<file path="src/rtl/load_store_unit.sv">
// -----------------------------------------------------------------------------
// load_store_unit
//
// Converts one decoded load or store into a single word-aligned req/ack bus
// transaction. The core is stalled while the transaction is outstanding. Load
// results come back sign- or zero-extended.
//
// FSM: IDLE -> REQ -> RESP -> IDLE. A zero-wait ack gives 3 cycles per access.
//
// Parameters
//   TIMEOUT_CYCLES : maximum number of REQ cycles spent waiting for bus_ack
//                    before the access is aborted with bus_err. 0 disables
//                    the timeout.
//
// Configuration macro
//   MISALIGN_TRAP_EN : when defined, halfword accesses with addr[0]=1 and word
//                      accesses with addr[1:0]!=0 skip the bus entirely and
//                      report a misaligned pulse. When undefined, misaligned
//                      is tied low, halfwords use addr[1] only, and words
//                      ignore addr[1:0].
//
// Ports
//   clk, rst_n          clock (rising edge), asynchronous active-low reset
//   mem_read_control    load request from the decoder
//   mem_write_control   store request from the decoder (wins over read)
//   funct3              000 B, 001 H, 010 W, 100 BU, 101 HU (others: word)
//   addr                byte address from the ALU
//   store_data          rs2 value for stores
//   stall               core must hold the current instruction
//   load_data           extended load result, qualified by load_valid
//   load_valid          1-cycle pulse in RESP for loads
//   bus_err             1-cycle pulse in RESP after a bus timeout
//   misaligned          1-cycle pulse in RESP for a trapped misaligned access
//   bus_req             request, held until bus_ack
//   bus_we              1 = write
//   bus_addr            word-aligned address
//   bus_wdata           store data replicated across lanes
//   bus_wstrb           byte enables (0 for reads)
//   bus_ack             transaction done, bus_rdata valid in the same cycle
//   bus_rdata           read word
// -----------------------------------------------------------------------------
module load_store_unit #(
  parameter int unsigned TIMEOUT_CYCLES = 255
) (
  input  logic        clk,
  input  logic        rst_n,
  input  logic        mem_read_control,
  input  logic        mem_write_control,
  input  logic [2:0]  funct3,
  input  logic [31:0] addr,
  input  logic [31:0] store_data,
  output logic        stall,
  output logic [31:0] load_data,
  output logic        load_valid,
  output logic        bus_err,
  output logic        misaligned,
  output logic        bus_req,
  output logic        bus_we,
  output logic [31:0] bus_addr,
  output logic [31:0] bus_wdata,
  output logic [3:0]  bus_wstrb,
  input  logic        bus_ack,
  input  logic [31:0] bus_rdata
);

  typedef enum logic [1:0] {
    IDLE = 2'd0,
    REQ  = 2'd1,
    RESP = 2'd2
  } state_t;

  // Counter value on the last REQ cycle allowed before the abort.
  localparam logic [31:0] TMO_LAST =
    (TIMEOUT_CYCLES == 0) ? 32'd0 : 32'(TIMEOUT_CYCLES - 1);

  state_t      state;
  logic [31:0] tmo_cnt;
  logic        we_q;
  logic [2:0]  funct3_q;
  logic [1:0]  off_q;

  logic        req_in;
  logic        is_byte_in;
  logic        is_half_in;
  logic        mis_in;
  logic        timeout_hit;

  // funct3[1:0] selects size; 011/110/111 fall through to word.
  function automatic logic [3:0] lane_strb(input logic [2:0] f3, input logic [1:0] off);
    logic [3:0] s;
    if (f3[1:0] == 2'b00)      s = 4'b0001 << off;
    else if (f3[1:0] == 2'b01) s = off[1] ? 4'b1100 : 4'b0011;
    else                       s = 4'b1111;
    return s;
  endfunction

  function automatic logic [31:0] lane_wdata(input logic [2:0] f3, input logic [31:0] d);
    logic [31:0] w;
    if (f3[1:0] == 2'b00)      w = {4{d[7:0]}};
    else if (f3[1:0] == 2'b01) w = {2{d[15:0]}};
    else                       w = d;
    return w;
  endfunction

  // Lane extraction followed by sign extension (funct3[2]=0) or zero extension.
  function automatic logic [31:0] extend_load(input logic [2:0] f3, input logic [1:0] off,
                                              input logic [31:0] word);
    logic [31:0]        byte_sh;
    logic [31:0]        half_sh;
    logic signed [7:0]  b_s;
    logic signed [15:0] h_s;
    logic [31:0]        r;
    byte_sh = word >> {off, 3'b000};
    half_sh = word >> {off[1], 4'b0000};
    b_s     = byte_sh[7:0];
    h_s     = half_sh[15:0];
    if (f3[1:0] == 2'b00)      r = f3[2] ? {24'd0, byte_sh[7:0]} : 32'(b_s);
    else if (f3[1:0] == 2'b01) r = f3[2] ? {16'd0, half_sh[15:0]} : 32'(h_s);
    else                       r = word;
    return r;
  endfunction

  assign req_in     = mem_read_control | mem_write_control;
  assign is_byte_in = (funct3[1:0] == 2'b00);
  assign is_half_in = (funct3[1:0] == 2'b01);

`ifdef MISALIGN_TRAP_EN
  assign mis_in = (is_half_in & addr[0]) |
                  (~is_byte_in & ~is_half_in & (addr[1:0] != 2'b00));
`else
  assign mis_in = 1'b0;
`endif

  assign timeout_hit = (TIMEOUT_CYCLES != 0) && (tmo_cnt == TMO_LAST);

  // Stall is combinational in IDLE so the accepting cycle is already held;
  // gating with rst_n makes it drop the moment reset is asserted.
  assign stall = rst_n & ((state == REQ) | ((state == IDLE) & req_in));

  always_ff @(posedge clk or negedge rst_n) begin
    if (!rst_n) begin
      state      <= IDLE;
      tmo_cnt    <= 32'd0;
      we_q       <= 1'b0;
      funct3_q   <= 3'd0;
      off_q      <= 2'd0;
      load_data  <= 32'd0;
      load_valid <= 1'b0;
      bus_err    <= 1'b0;
      misaligned <= 1'b0;
      bus_req    <= 1'b0;
      bus_we     <= 1'b0;
      bus_addr   <= 32'd0;
      bus_wdata  <= 32'd0;
      bus_wstrb  <= 4'd0;
    end else begin
      load_valid <= 1'b0;
      bus_err    <= 1'b0;
      misaligned <= 1'b0;
      case (state)
        // ---- accept stage: capture the access and drive the bus ----
        IDLE: begin
          if (req_in) begin
            we_q     <= mem_write_control;
            funct3_q <= funct3;
            off_q    <= addr[1:0];
            tmo_cnt  <= 32'd0;
            if (mis_in) begin
              state      <= RESP;
              misaligned <= 1'b1;
              load_data  <= 32'd0;
            end else begin
              state     <= REQ;
              bus_req   <= 1'b1;
              bus_we    <= mem_write_control;
              bus_addr  <= {addr[31:2], 2'b00};
              bus_wstrb <= mem_write_control ? lane_strb(funct3, addr[1:0]) : 4'd0;
              bus_wdata <= mem_write_control ? lane_wdata(funct3, store_data) : 32'd0;
            end
          end
        end
        // ---- bus stage: wait for ack; ack beats a simultaneous timeout ----
        REQ: begin
          if (bus_ack) begin
            state   <= RESP;
            bus_req <= 1'b0;
            if (!we_q) begin
              load_valid <= 1'b1;
              load_data  <= extend_load(funct3_q, off_q, bus_rdata);
            end
          end else if (timeout_hit) begin
            state      <= RESP;
            bus_req    <= 1'b0;
            bus_err    <= 1'b1;
            load_data  <= 32'd0;
            load_valid <= ~we_q;
          end else begin
            tmo_cnt <= tmo_cnt + 32'd1;
          end
        end
        // ---- response stage: core advances; controls seen here are ignored ----
        RESP: state <= IDLE;
        default: state <= IDLE;
      endcase
    end
  end

endmodule
</file>
<file path="config.mk">
export PLATFORM = sky130hd
export DESIGN_NAME = load_store_unit
export DESIGN_NICKNAME = d
export VERILOG_FILES = /design/src/rtl/load_store_unit.sv
export SDC_FILE = /design/constraint.sdc
export NUM_CORES = 1
export LEC_CHECK = 0
export CORE_MARGIN = 5
export CORE_UTILIZATION = 50
export CTS_CLUSTER_SIZE = 24
export DETAILED_ROUTE_END_ITERATION = 6
export PLACE_DENSITY = 0.84
export SLEW_MARGIN = 20
export SYNTH_ARGS = -nofsm -noshare
export SYNTH_HDL_FRONTEND = slang
export SYNTH_SLANG_ARGS = --single-unit
export TNS_END_PERCENT = 30
</file>
<file path="constraint.sdc">
create_clock -name clk -period 6.2 [get_ports clk]
set_input_delay 1.24 -clock clk [delete_from_list [all_inputs] [get_ports clk]]
set_output_delay 1.24 -clock clk [all_outputs]
set_load 0.02 [all_outputs]
</file>
# Word-level counts from Yosys, hierarchy flattened
# Index checks and enable logic that the tools add are counted.
[word_totals] wordCells=73 register_bits=141 inputBits=104 out_inout_bits=106
[classes] n_reduce_logical=10 n_shift=3 bitwise_logic=5 n_addsub=1 n_mux=33 n_eq_ne=9
[op_table] op="2-to-1 mux 32 bit" n=13
[op_table] op="one-hot mux 32 bit (2 select lines)" n=1
[op_table] op="adder 32 x 1 -> 32 bit, second input constant" n=1
[op_table] op="== test 32 x 8 -> 1 bit, second input constant" n=1
[op_table] op="right shift 32 x 5 -> 16 bit" n=1
[op_table] op="right shift 32 x 5 -> 8 bit" n=1
[op_table] op="2-to-1 mux 4 bit" n=4
[op_table] op="2-to-1 mux 1 bit" n=10
[op_table] op="!= test 2 bit, second input constant" n=4
[op_table] op="== test 2 x 1 -> 1 bit, second input constant" n=3
[op_table] op="zero test 2 bit" n=3
[op_table] op="2-to-1 mux 2 bit" n=3
[op_table] op="AND reduction 3 bit" n=2
[op_table] op="one-hot mux 2 bit (2 select lines)" n=1
[op_table] op="AND reduction 2 bit" n=2
[op_table] op="AND reduction 4 bit" n=1
[op_table] op="nonzero test 2 bit" n=2
[op_table] op="<< shifter 1 x 2 -> 4 bit, first input constant" n=1
[op_table] op="!= test 3 bit, second input constant" n=1
[op_table] op="AND 1 bit" n=2
[op_table] op="bitwise OR 1 bit" n=2
[op_table] op="one-hot mux 1 bit (2 select lines)" n=1
[op_table] op="NOT 1 bit" n=1

# Logic depth before layout (Yosys ltp)
# Gate-level depths: netlist (run 1).
[logic_depth] ltp_word=6 ltp_mapped=9 depth_no_buf=8

# Worst setup path before layout (run 1)
# No wires, ideal clock.
[synth_path] path_kind="input -> output" startpoint="input port mem_write_control" endpoint="output port stall" arrival_time_ns=2.099 required_time_ns=4.960 path_stages=3 slack_ns=2.861 cell_sequence="clkbuf_1 > nor3_1 > nor3b_1"
[synth_between] elab_chain_len=4
[synth_lines] item="start: declaration" line_no="48" rtl="input logic mem_write_control,"
[synth_lines] item="bitwise OR 1 bit" line_no="123" rtl="assign req_in = mem_read_control | mem_write_control;"
[synth_lines] item="AND 1 bit" line_no="138" rtl="assign stall = rst_n & ((state == REQ) | ((state == IDLE) & req_in));"
[synth_lines] item="bitwise OR 1 bit" line_no="138"
[synth_lines] item="AND 1 bit" line_no="138"
[synth_lines] item="end: declaration" line_no="52" rtl="output logic stall,"
# No other way between the ends.

# Final worst setup path (run 1)
# Same ends and word-level chain as after synthesis.

==> impl_metrics.yaml, run 1 <==
global_routing:
  grt_pass1_wl_um: 32800
  grt_use_total_pct: 24.8
  antenna_found_initial: 0
  grt_max_degree: 103
  gr-total-overflow: 0
  grt_pass1_vias: 6271
clock_tree:
  clk_pin_slew_ns: 0.06
  clk_latency_ns: 0.41
  clockBufferDepth: 2
  cts-buffers-inserted: 17
  post-cts-setup-buffers: 0
  post_cts_resize_count: 0
  cts_htree_levels: 4
  clock-sinks: 141
  hold_buffers: 0
  clockRootBuffer: "clkbuf_16"
  cts_tree: "yes"
timing:
  finalSetupViolCount: 0
  relSlewSlack_pct: 28.6
  setup_tns_ns: 0
  final.period_utilization_pct: 69.9
  skew_ns: 0.0104
  worst_pin_slew_ns: 1.07
  finalMaxSlewViolations: 0
  post-route-min-period_ns: 4.34
  max_freq_ghz: 0.231
  rsz0062_at_grt: "no"
  hold_viol_final: 0
  finalWorstSetupSlack_ns: 1.86
setup_path:
  crit_path_end_kind: "output pin"
  cp.required_ns: 4.96
  critPathKind: "primary input to output pin"
  r2r-end: "load_data[19]"
  crit_start: "mem_write_control"
  arrival_ns: 3.10
  r2r_cells: 5
  crit_fanout: 19
  worstSetupStartpointType: "primary input"
  crit_end: "stall"
  rrSetupSlack_ns: 3.46
  r2r_start: "off_q[0]"
cells_and_area:
  fin_cells: 1115
  n_antenna_cell: 0
  syn2layout_area_growth_pct: 38.1
  nNetsFinal: 1028
  layout_common_cells: "clkdlybuf4s50_1, nand2_1, dfrtp_1"
  utilization_pct: 70.3
  final_common_cell: "clkdlybuf4s50_1"
  drive_gt1_share_pct: 5.78
synth:
  synth_edf_count: 0
  ys_ff_latch: 141
  postSynth.asyncResetShare_pct: 100
  netlist_instances: 739
  synth_ff_type: "dfrtp_1"
  ys_seq_area_share_pct: 49.9
  yosysWarnings: 0
  avgSynthCellArea_um2: 9.57
  synth_cell_types: 56
  syn_area_um2: 7070
detailed_routing:
  avgRoutedWirePerCell_um: 18.4
  routed_wl_um: 20500
  ant_nets: 0
  viasPerCell: 5.81
  vias: 6483
  drc: 0
  first_iter_violations: 529
  first_pass_iters: 5
placed_design:
  post-place-ws_ns: 1.88
  gp_congestion: 0.872
  io_buffers: 206
  dpl.cell_count: 1083
  hpwl_um: 14200
floorplan:
  initial_core_util_pct: 50.9
  dieArea_um2: 16600
  dieHeight_um: 129
  die_x_um: 129
  num_rows: 43
  io_pins: 210
  core_um2: 13900
power:
  ir_drop_v: 0.000439
  totalPowerFinal_uw: 4670
  p_leak_uw: 0.00432
  p_per_area_nw_per_um2: 478
worst_hold_path:
  hold_path_class: "register to register"
outcome:
  status: "finished, final reports clean"
flow_run:
  drv_cap: 0
state kept, by name, indices dropped and copies added (netlist names), 2 cells and up:
| name | flops |
|---|---|
| bus_addr | 30 |
| tmo_cnt | 32 |
| load_data | 32 |
| funct3_q | 3 |
| bus_wdata | 32 |
| state | 2 |
| off_q | 2 |
| bus_wstrb | 4 |
critical path, cell delays in order:
cell and delay (ns):
clkdlybuf4s50_1 0.89, nor3_1 0.11, nor3b_1 0.22, clkdlybuf4s50_1 0.64
logic make-up after synthesis:
family                     after synthesis  share of synthesized area [%]
AOI/OAI and AO/OA                      177                           17.0
adders and majority gates                2                          0.354
buffers and inverters                   63                           4.35
DFF                                    141                           49.9
muxes                                   42                           7.73
other                                    1                         0.0530
and+or+nand+nor                        313                           20.6
synth_stat cells (all sizes together), types with 2 or more instances:
cell       n  area, um2
o21a       5       37.5
and2       4       25.0
nand2    173        649
a2bb2oi    3       26.3
a211oi     7       52.6
nor3       8       40.0
and2b     11       83.8
nor4       9       62.6
o2bb2ai   24        210
buf       21        150
a41oi      5       43.8
a31oi     21        131
mux2i     34        340
nor3b      2       26.3
nand4     13       81.3
a32oi      3       26.3
nand2b     4       27.5
ha         2       25.0
nand3     17       85.1
inv        9       33.8
mux4       8        206
o41ai      2       17.5
o21ai     50        250
a21o       5       37.5
a22o      19        166
nor2b      9       63.8
and3      13       81.3
dfrtp    141       3530
a21boi     3       22.5
o31ai      4       43.8
nor2      42        163
nand4b     2       17.5
nor4b      2       17.5
a21oi     24        120
clkbuf    33        124
metrics by stage:
stage	area [um2]	hold WS, ns
after detailed placement	9180	0.462
after floorplan	7080	0.466
after global placement	9180	0.456
after global routing	9760	0.496
final	9760	0.471
after CTS	9760	0.476
layout make-up:
cell class / instances / area (um2)
Multi-Input combinational cell: 537 / 3250
Tap cell: 180 / 225
Clock buffer: 20 / 447
Fill cell: 1031 / 4120
Sequential cell: 141 / 3530
Timing Repair Buffer: 216 / 2140
Clock inverter: 12 / 139
Inverter: 9 / 33.8
worst min-delay path by stage:
stage                            start            to  depth (start not counted)
after floorplan            tmo_cnt[31]   tmo_cnt[31]                          1
after global placement    bus_addr[13]  bus_addr[13]                          2
after detailed placement  bus_addr[26]  bus_addr[26]                          2
after CTS                 bus_addr[26]  bus_addr[26]                          2
after global routing      bus_addr[30]  bus_addr[30]                          2
final                      bus_addr[4]   bus_addr[4]                          2
power by group:
group          switching, uW  internal, uW
clock network            397           606
logic                   1160           960
registers                273          1270
per-layer routing:
layer | global-route usage [%] | vias to the layer above | share of wire [%]
li1 | - | 3000 | -
met2 | 38.7 | 345 | 46
met5 | 0 | - | 0
met3 | 5.69 | 42 | 9.3
met4 | 8.89 | 0 | 2.8
met1 | 34.0 | 3096 | 42
No activity file was read; power rests on OpenSTA's default activity.
==> run 2, diff against run 1 <==
--- a/config.mk
+++ b/config.mk
@@ -6,10 +6,10 @@
 export NUM_CORES = 1
 export LEC_CHECK = 0
 export CORE_MARGIN = 5
-export CORE_UTILIZATION = 50
+export CORE_UTILIZATION = 43
 export CTS_CLUSTER_SIZE = 24
 export DETAILED_ROUTE_END_ITERATION = 6
-export PLACE_DENSITY = 0.84
+export PLACE_DENSITY = 0.77
 export SLEW_MARGIN = 20
 export SYNTH_ARGS = -nofsm -noshare
 export SYNTH_HDL_FRONTEND = slang
==> constraint.sdc (replaced) <==
create_clock -name clk -period 3.5 [get_ports clk]
set_input_delay 0.7 -clock clk [delete_from_list [all_inputs] [get_ports clk]]
set_output_delay 0.7 -clock clk [all_outputs]
set_load 0.02 [all_outputs]
==> run 2 against run 1 <==
Flip-flop and latch count unchanged. Non-clock buffer count rose by 8. Setup slack got worse by 1.2 ns. Critical path depth unchanged. First-iteration DRC count is 7.6% lower. Count of clock-buffer cells in the layout shrank 1. Design area grew 1.8%. Register-to-register slack lost 2.6 ns. Global-route usage shrank 2.6 points. Core utilization shrank 8.2 points. Largest cell class unchanged. Sequential share of layout area shrank 0.62 points.
==> impl_metrics.yaml, run 2 (synthesized netlist as in run 1, its figures left out) <==
outcome:
  status: "finished, final reports clean"
global_routing:
  grt_use_total_pct: 22.1
  grt_pass1_vias: 6292
  antenna_found_initial: 0
  gr-total-overflow: 0
  grt_max_degree: 142
  grt_pass1_wl_um: 34600
detailed_routing:
  ant_nets: 0
  routed_wl_um: 21100
  vias: 6411
  viasPerCell: 5.53
  dr_wl_met2_um: 9720
  first_iter_violations: 489
  routed-wl-met3_um: 1590
  first_pass_iters: 5
  avgRoutedWirePerCell_um: 18.2
  drc: 0
  met1Wirelength_um: 9360
  top_layer_used: "met4"
timing:
  setup_tns_ns: 0
  relSlewSlack_pct: 38.7
  rsz0062_at_grt: "no"
  post-route-min-period_ns: 2.87
  finalSetupViolCount: 0
  final.period_utilization_pct: 81.9
  worst_pin_slew_ns: 0.919
  finalMaxSlewViolations: 0
  hold_viol_final: 0
  skew_ns: 0.0105
  max_freq_ghz: 0.349
power:
  p_per_area_nw_per_um2: 854
  netSwitchingPower_uw: 3280
  p_sw_share_pct: 38.7
  p_comb_share_pct: 45.0
  p_leak_uw: 0.00440
  cellInternalPower_uw: 5210
  clkPwrFrac_pct: 22.9
  pwr-share-seq_pct: 32.1
  ir_drop_v: 0.000677
setup_path:
  crit_path_end_kind: "output pin"
  cp.required_ns: 2.80
  r2r_cells: 6
  worstSetupStartpointType: "primary input"
  crit_start: "mem_write_control"
  rrSetupSlack_ns: 0.91
  crit_fanout: 7
  arrival_ns: 2.17
  r2r_start: "off_q[0]"
  critPathKind: "primary input to output pin"
  r2r-end: "load_data[18]"
clock_tree:
  cts-buffers-inserted: 17
  cts_tree: "yes"
  clockBufferDepth: 2
  cts_htree_levels: 4
  clk_pin_slew_ns: 0.06
  hold_buffers: 0
  clk_latency_ns: 0.42
  clockRootBuffer: "clkbuf_16"
  clock-sinks: 141
  post-cts-setup-buffers: 0
  post_cts_resize_count: 0
cells_and_area:
  final_common_cell: "clkdlybuf4s50_1"
  nNetsFinal: 1036
  fill_cells: 1407
  reg_top3: "bus_wdata: 32 flops, load_data: 32 flops, tmo_cnt: 32 flops"
  n_antenna_cell: 0
  syn2layout_area_growth_pct: 40.5
  layout_common_cells: "clkdlybuf4s50_1, nand2_1, dfrtp_1"
  postLayoutCellArea_um2: 9930
  utilization_pct: 62.1
  drive_gt1_share_pct: 6.79
floorplan:
  num_rows: 46
  dieHeight_um: 138
  initial_core_util_pct: 44.2
  io_pins: 210
  die_x_um: 138
  core_um2: 16000
  dieArea_um2: 19100
flow_run:
  drv_cap: 0
placed_design:
  hpwl_um: 14600
  io_buffers: 206
  dpl-instance-area_um2: 9300
  gp_congestion: 0.878
worst_hold_path:
  hold_path_class: "primary input to async pin"
run 2: changes by cell type in the layout (fill, tap and decap cells not counted), sizes merged:
cell | before | now
buf | 11 | 19
bufinv | 2 | 4
clkbuf | 20 | 19
clkinv | 4 | 3
run 2: routing by layer:
layer	GRT usage, %	up-vias
li1	-	3024
met1	29.8	3097
met2	34.2	261
met3	6.97	29
met4	7.23	0
met5	0	-
run 2: worst max path at each step:
stage          slack, ns  cells past startpoint       endpoint
6_report            0.63                      4          stall
5_1_grt             0.50                      4          stall
4_1_cts             0.62                      4          stall
3_5_place_dp        0.53                      7  load_data[18]
3_3_place_gp        0.62                      7  load_data[27]
2_1_floorplan       1.24                      3          stall
run 2: area by class of cell:
type	instances	area [um2]	share of cell area [%]
sequential	141	3530	35.5
multi-input combinational	537	3250	32.7
timing repair buffer	224	2210	22.3
clock buffer	19	453	4.56
tap	216	270	2.72
clock inverter	13	186	1.88
inverter	9	33.8	0.340
run 2: stage by stage:
step	hold slack (ns)	setup slack (ns)	cells	power, uW
2_1_floorplan	0.404	1.24	741	4790
3_3_place_gp	0.457	0.617	1127	6500
3_5_place_dp	0.463	0.527	1127	6570
4_1_cts	0.478	0.615	1159	8550
5_1_grt	0.496	0.500	1159	8980
6_report	0.423	0.633	1159	8490
run 2: critical path, cell delays in order:
cell	delay, ns
clkdlybuf4s50_1	0.57
nor3_1	0.08
nor3b_1	0.18
clkdlybuf4s50_1	0.63
run 2: power by group through the flow:
stage	registers, uW	clock network [uW]	logic [uW]
5_1_grt	2810	2060	4120
6_report	2730	1940	3820
2_1_floorplan	3300	0	1500
3_5_place_dp	2730	0	3830
4_1_cts	2720	1970	3860
3_3_place_gp	2730	0	3770
==> run 3, diff against run 2 <==
--- a/config.mk
+++ b/config.mk
@@ -6,10 +6,10 @@
 export NUM_CORES = 1
 export LEC_CHECK = 0
 export CORE_MARGIN = 5
-export CORE_UTILIZATION = 43
+export CORE_UTILIZATION = 48
 export CTS_CLUSTER_SIZE = 24
 export DETAILED_ROUTE_END_ITERATION = 6
-export PLACE_DENSITY = 0.77
+export PLACE_DENSITY = 0.81
 export SLEW_MARGIN = 20
 export SYNTH_ARGS = -nofsm -noshare
 export SYNTH_HDL_FRONTEND = slang
==> constraint.sdc (replaced) <==
create_clock -name clk -period 3 [get_ports clk]
set_input_delay 0.6 -clock clk [delete_from_list [all_inputs] [get_ports clk]]
set_output_delay 0.6 -clock clk [all_outputs]
set_load 0.02 [all_outputs]
==> run 3 against run 2 <==
Global-route usage up 1.7 points. Register-to-register slack worse by 0.25 ns. Clock power up 19%. Critical endpoint unchanged.
==> impl_metrics.yaml, run 3 (synthesized netlist as in run 1, its figures left out) <==
timing:
  worst_pin_slew_ns: 0.820
  hold_viol_final: 0
  finalSetupViolCount: 0
  rsz0062_at_grt: "no"
  skew_ns: 0.00842
  final.period_utilization_pct: 85.7
  setup_tns_ns: 0
  post-route-min-period_ns: 2.57
  relSlewSlack_pct: 45.3
  max_freq_ghz: 0.389
  finalMaxSlewViolations: 0
  finalWorstSetupSlack_ns: 0.428
clock_tree:
  clk_latency_ns: 0.43
  post_cts_resize_count: 0
  cts_htree_levels: 4
  clk_pin_slew_ns: 0.06
  cts-buffers-inserted: 17
  cts_tree: "yes"
  clock-sinks: 141
  clockRootBuffer: "clkbuf_16"
  post-cts-setup-buffers: 0
  clockBufferDepth: 2
  hold_buffers: 0
placed_design:
  io_buffers: 206
  post-place-ws_ns: 0.350
  hpwl_um: 14300
  gp_congestion: 0.914
  dpl.cell_count: 1100
detailed_routing:
  drc: 0
  vias: 6493
  viasPerCell: 5.74
  first_iter_violations: 524
  first_pass_iters: 5
  ant_nets: 0
  routed_wl_um: 20700
  avgRoutedWirePerCell_um: 18.3
global_routing:
  grt_pass1_vias: 6212
  antenna_found_initial: 0
  grt_max_degree: 142
  grt_use_total_pct: 23.8
  grt_pass1_wl_um: 33700
  gr-total-overflow: 0
setup_path:
  path_common_cell: "clkdlybuf4s50_1"
  critical_path.max_stage_delay_ns: 0.64
  crit_end: "stall"
  r2r_cells: 8
  cp_num_buf_inv: 2
  crit_path_end_kind: "output pin"
  r2r_start: "tmo_cnt[0]"
  crit_fanout: 2
  arrival_ns: 1.97
  r2r-end: "tmo_cnt[5]"
  slowest_stage: "clkdlybuf4s50_1"
  rrSetupSlack_ns: 0.66
  crit_start: "mem_read_control"
  critPathKind: "primary input to output pin"
  worstSetupStartpointType: "primary input"
  critical_path.cell_chain: "clkdlybuf4s50_1, nor3_1, nor3b_1, clkdlybuf4s50_1"
  cp.required_ns: 2.40
  crit_family: "buffers and inverters"
  cp_num_cells: 4
cells_and_area:
  layout_common_cells: "clkdlybuf4s50_1, nand2_1, dfrtp_1"
  drive_gt1_share_pct: 7.17
  reg_top3: "bus_wdata: 32 flops, load_data: 32 flops, tmo_cnt: 32 flops"
  n_antenna_cell: 0
  final_common_cell: "clkdlybuf4s50_1"
  nNetsFinal: 1041
  syn2layout_area_growth_pct: 40.7
  fin_cells: 1132
power:
  clkPwrFrac_pct: 23.2
  p_comb_share_pct: 45.4
  p_leak_uw: 0.00443
  pwr-share-seq_pct: 31.4
  netSwitchingPower_uw: 3810
  ir_drop_v: 0.000531
  cellInternalPower_uw: 6150
  p_sw_share_pct: 38.3
  p_per_area_nw_per_um2: 1000
floorplan:
  core_um2: 14500
  dieHeight_um: 131
  io_pins: 210
  num_rows: 44
  initial_core_util_pct: 48.8
  dieArea_um2: 17300
  die_x_um: 131
outcome:
  status: "finished, final reports clean"
flow_run:
  drv_cap: 0
worst_hold_path:
  hold_path_class: "primary input to async pin"
[run 3: through the flow]
stage / power (uW) / utilization, % / instance area, um2 / hold slack (ns)
2_1_floorplan: 5590 / - / 7080 / 0.304
3_3_place_gp: 7590 / 64.3 / 9310 / 0.456
3_5_place_dp: 7660 / 64.3 / 9310 / 0.461
4_1_cts: 10000 / 68.7 / 9950 / 0.381
5_1_grt: 10500 / 68.7 / 9950 / 0.408
6_report: 9960 / 68.7 / 9950 / 0.258
[run 3: worst min path at each step]
stage	from	to	slack, ns
finish	rst_n	tmo_cnt[21]	0.26
global route	rst_n	bus_addr[5]	0.41
CTS	rst_n	bus_addr[5]	0.38
detailed placement	bus_addr[13]	bus_addr[13]	0.46
global placement	bus_addr[7]	bus_addr[7]	0.46
floorplan	rst_n	bus_addr[10]	0.30
[run 3: cell type report]
type                    count  area [um2]
repair buffers            229        2260
inverters                   9        33.8
clock inverters            14         216
clock buffers              18         429
flip-flops and latches    141        3530
well taps                 184         230
fillers                  1098        4530
multi-input cells         537        3250
[run 3: routing by layer]
metal  global-route usage (%)  vias to the layer above  part of all wire (%)  wire length (um)
li1                         -                     3042                     -                 -
met1                     32.7                     3097                    43              8910
met2                     35.8                      324                    45              9320
met3                     8.52                       30                   9.9              2050
met4                     6.91                        0                   2.0               413
met5                        0                        -                     0                 0
[run 3: power by group through the flow]
| stage | registers, uW | logic [uW] | clock network [uW] |
|---|---|---|---|
| 6_report | 3130 | 4520 | 2310 |
| 5_1_grt | 3230 | 4860 | 2430 |
| 4_1_cts | 3130 | 4550 | 2350 |
| 3_5_place_dp | 3140 | 4520 | 0 |
| 3_3_place_gp | 3140 | 4440 | 0 |
| 2_1_floorplan | 3850 | 1750 | 0 |
[run 3: worst register-to-register path: stages (launching register included)]
cell,delay (ns)
dfrtp_1,0.42
inv_1,0.08
ha_1,0.16
nor4b_1,0.27
nand4b_1,0.26
o21a_1,0.41
nor2_2,0.25
inv_2,0.20
a31oi_1,0.22
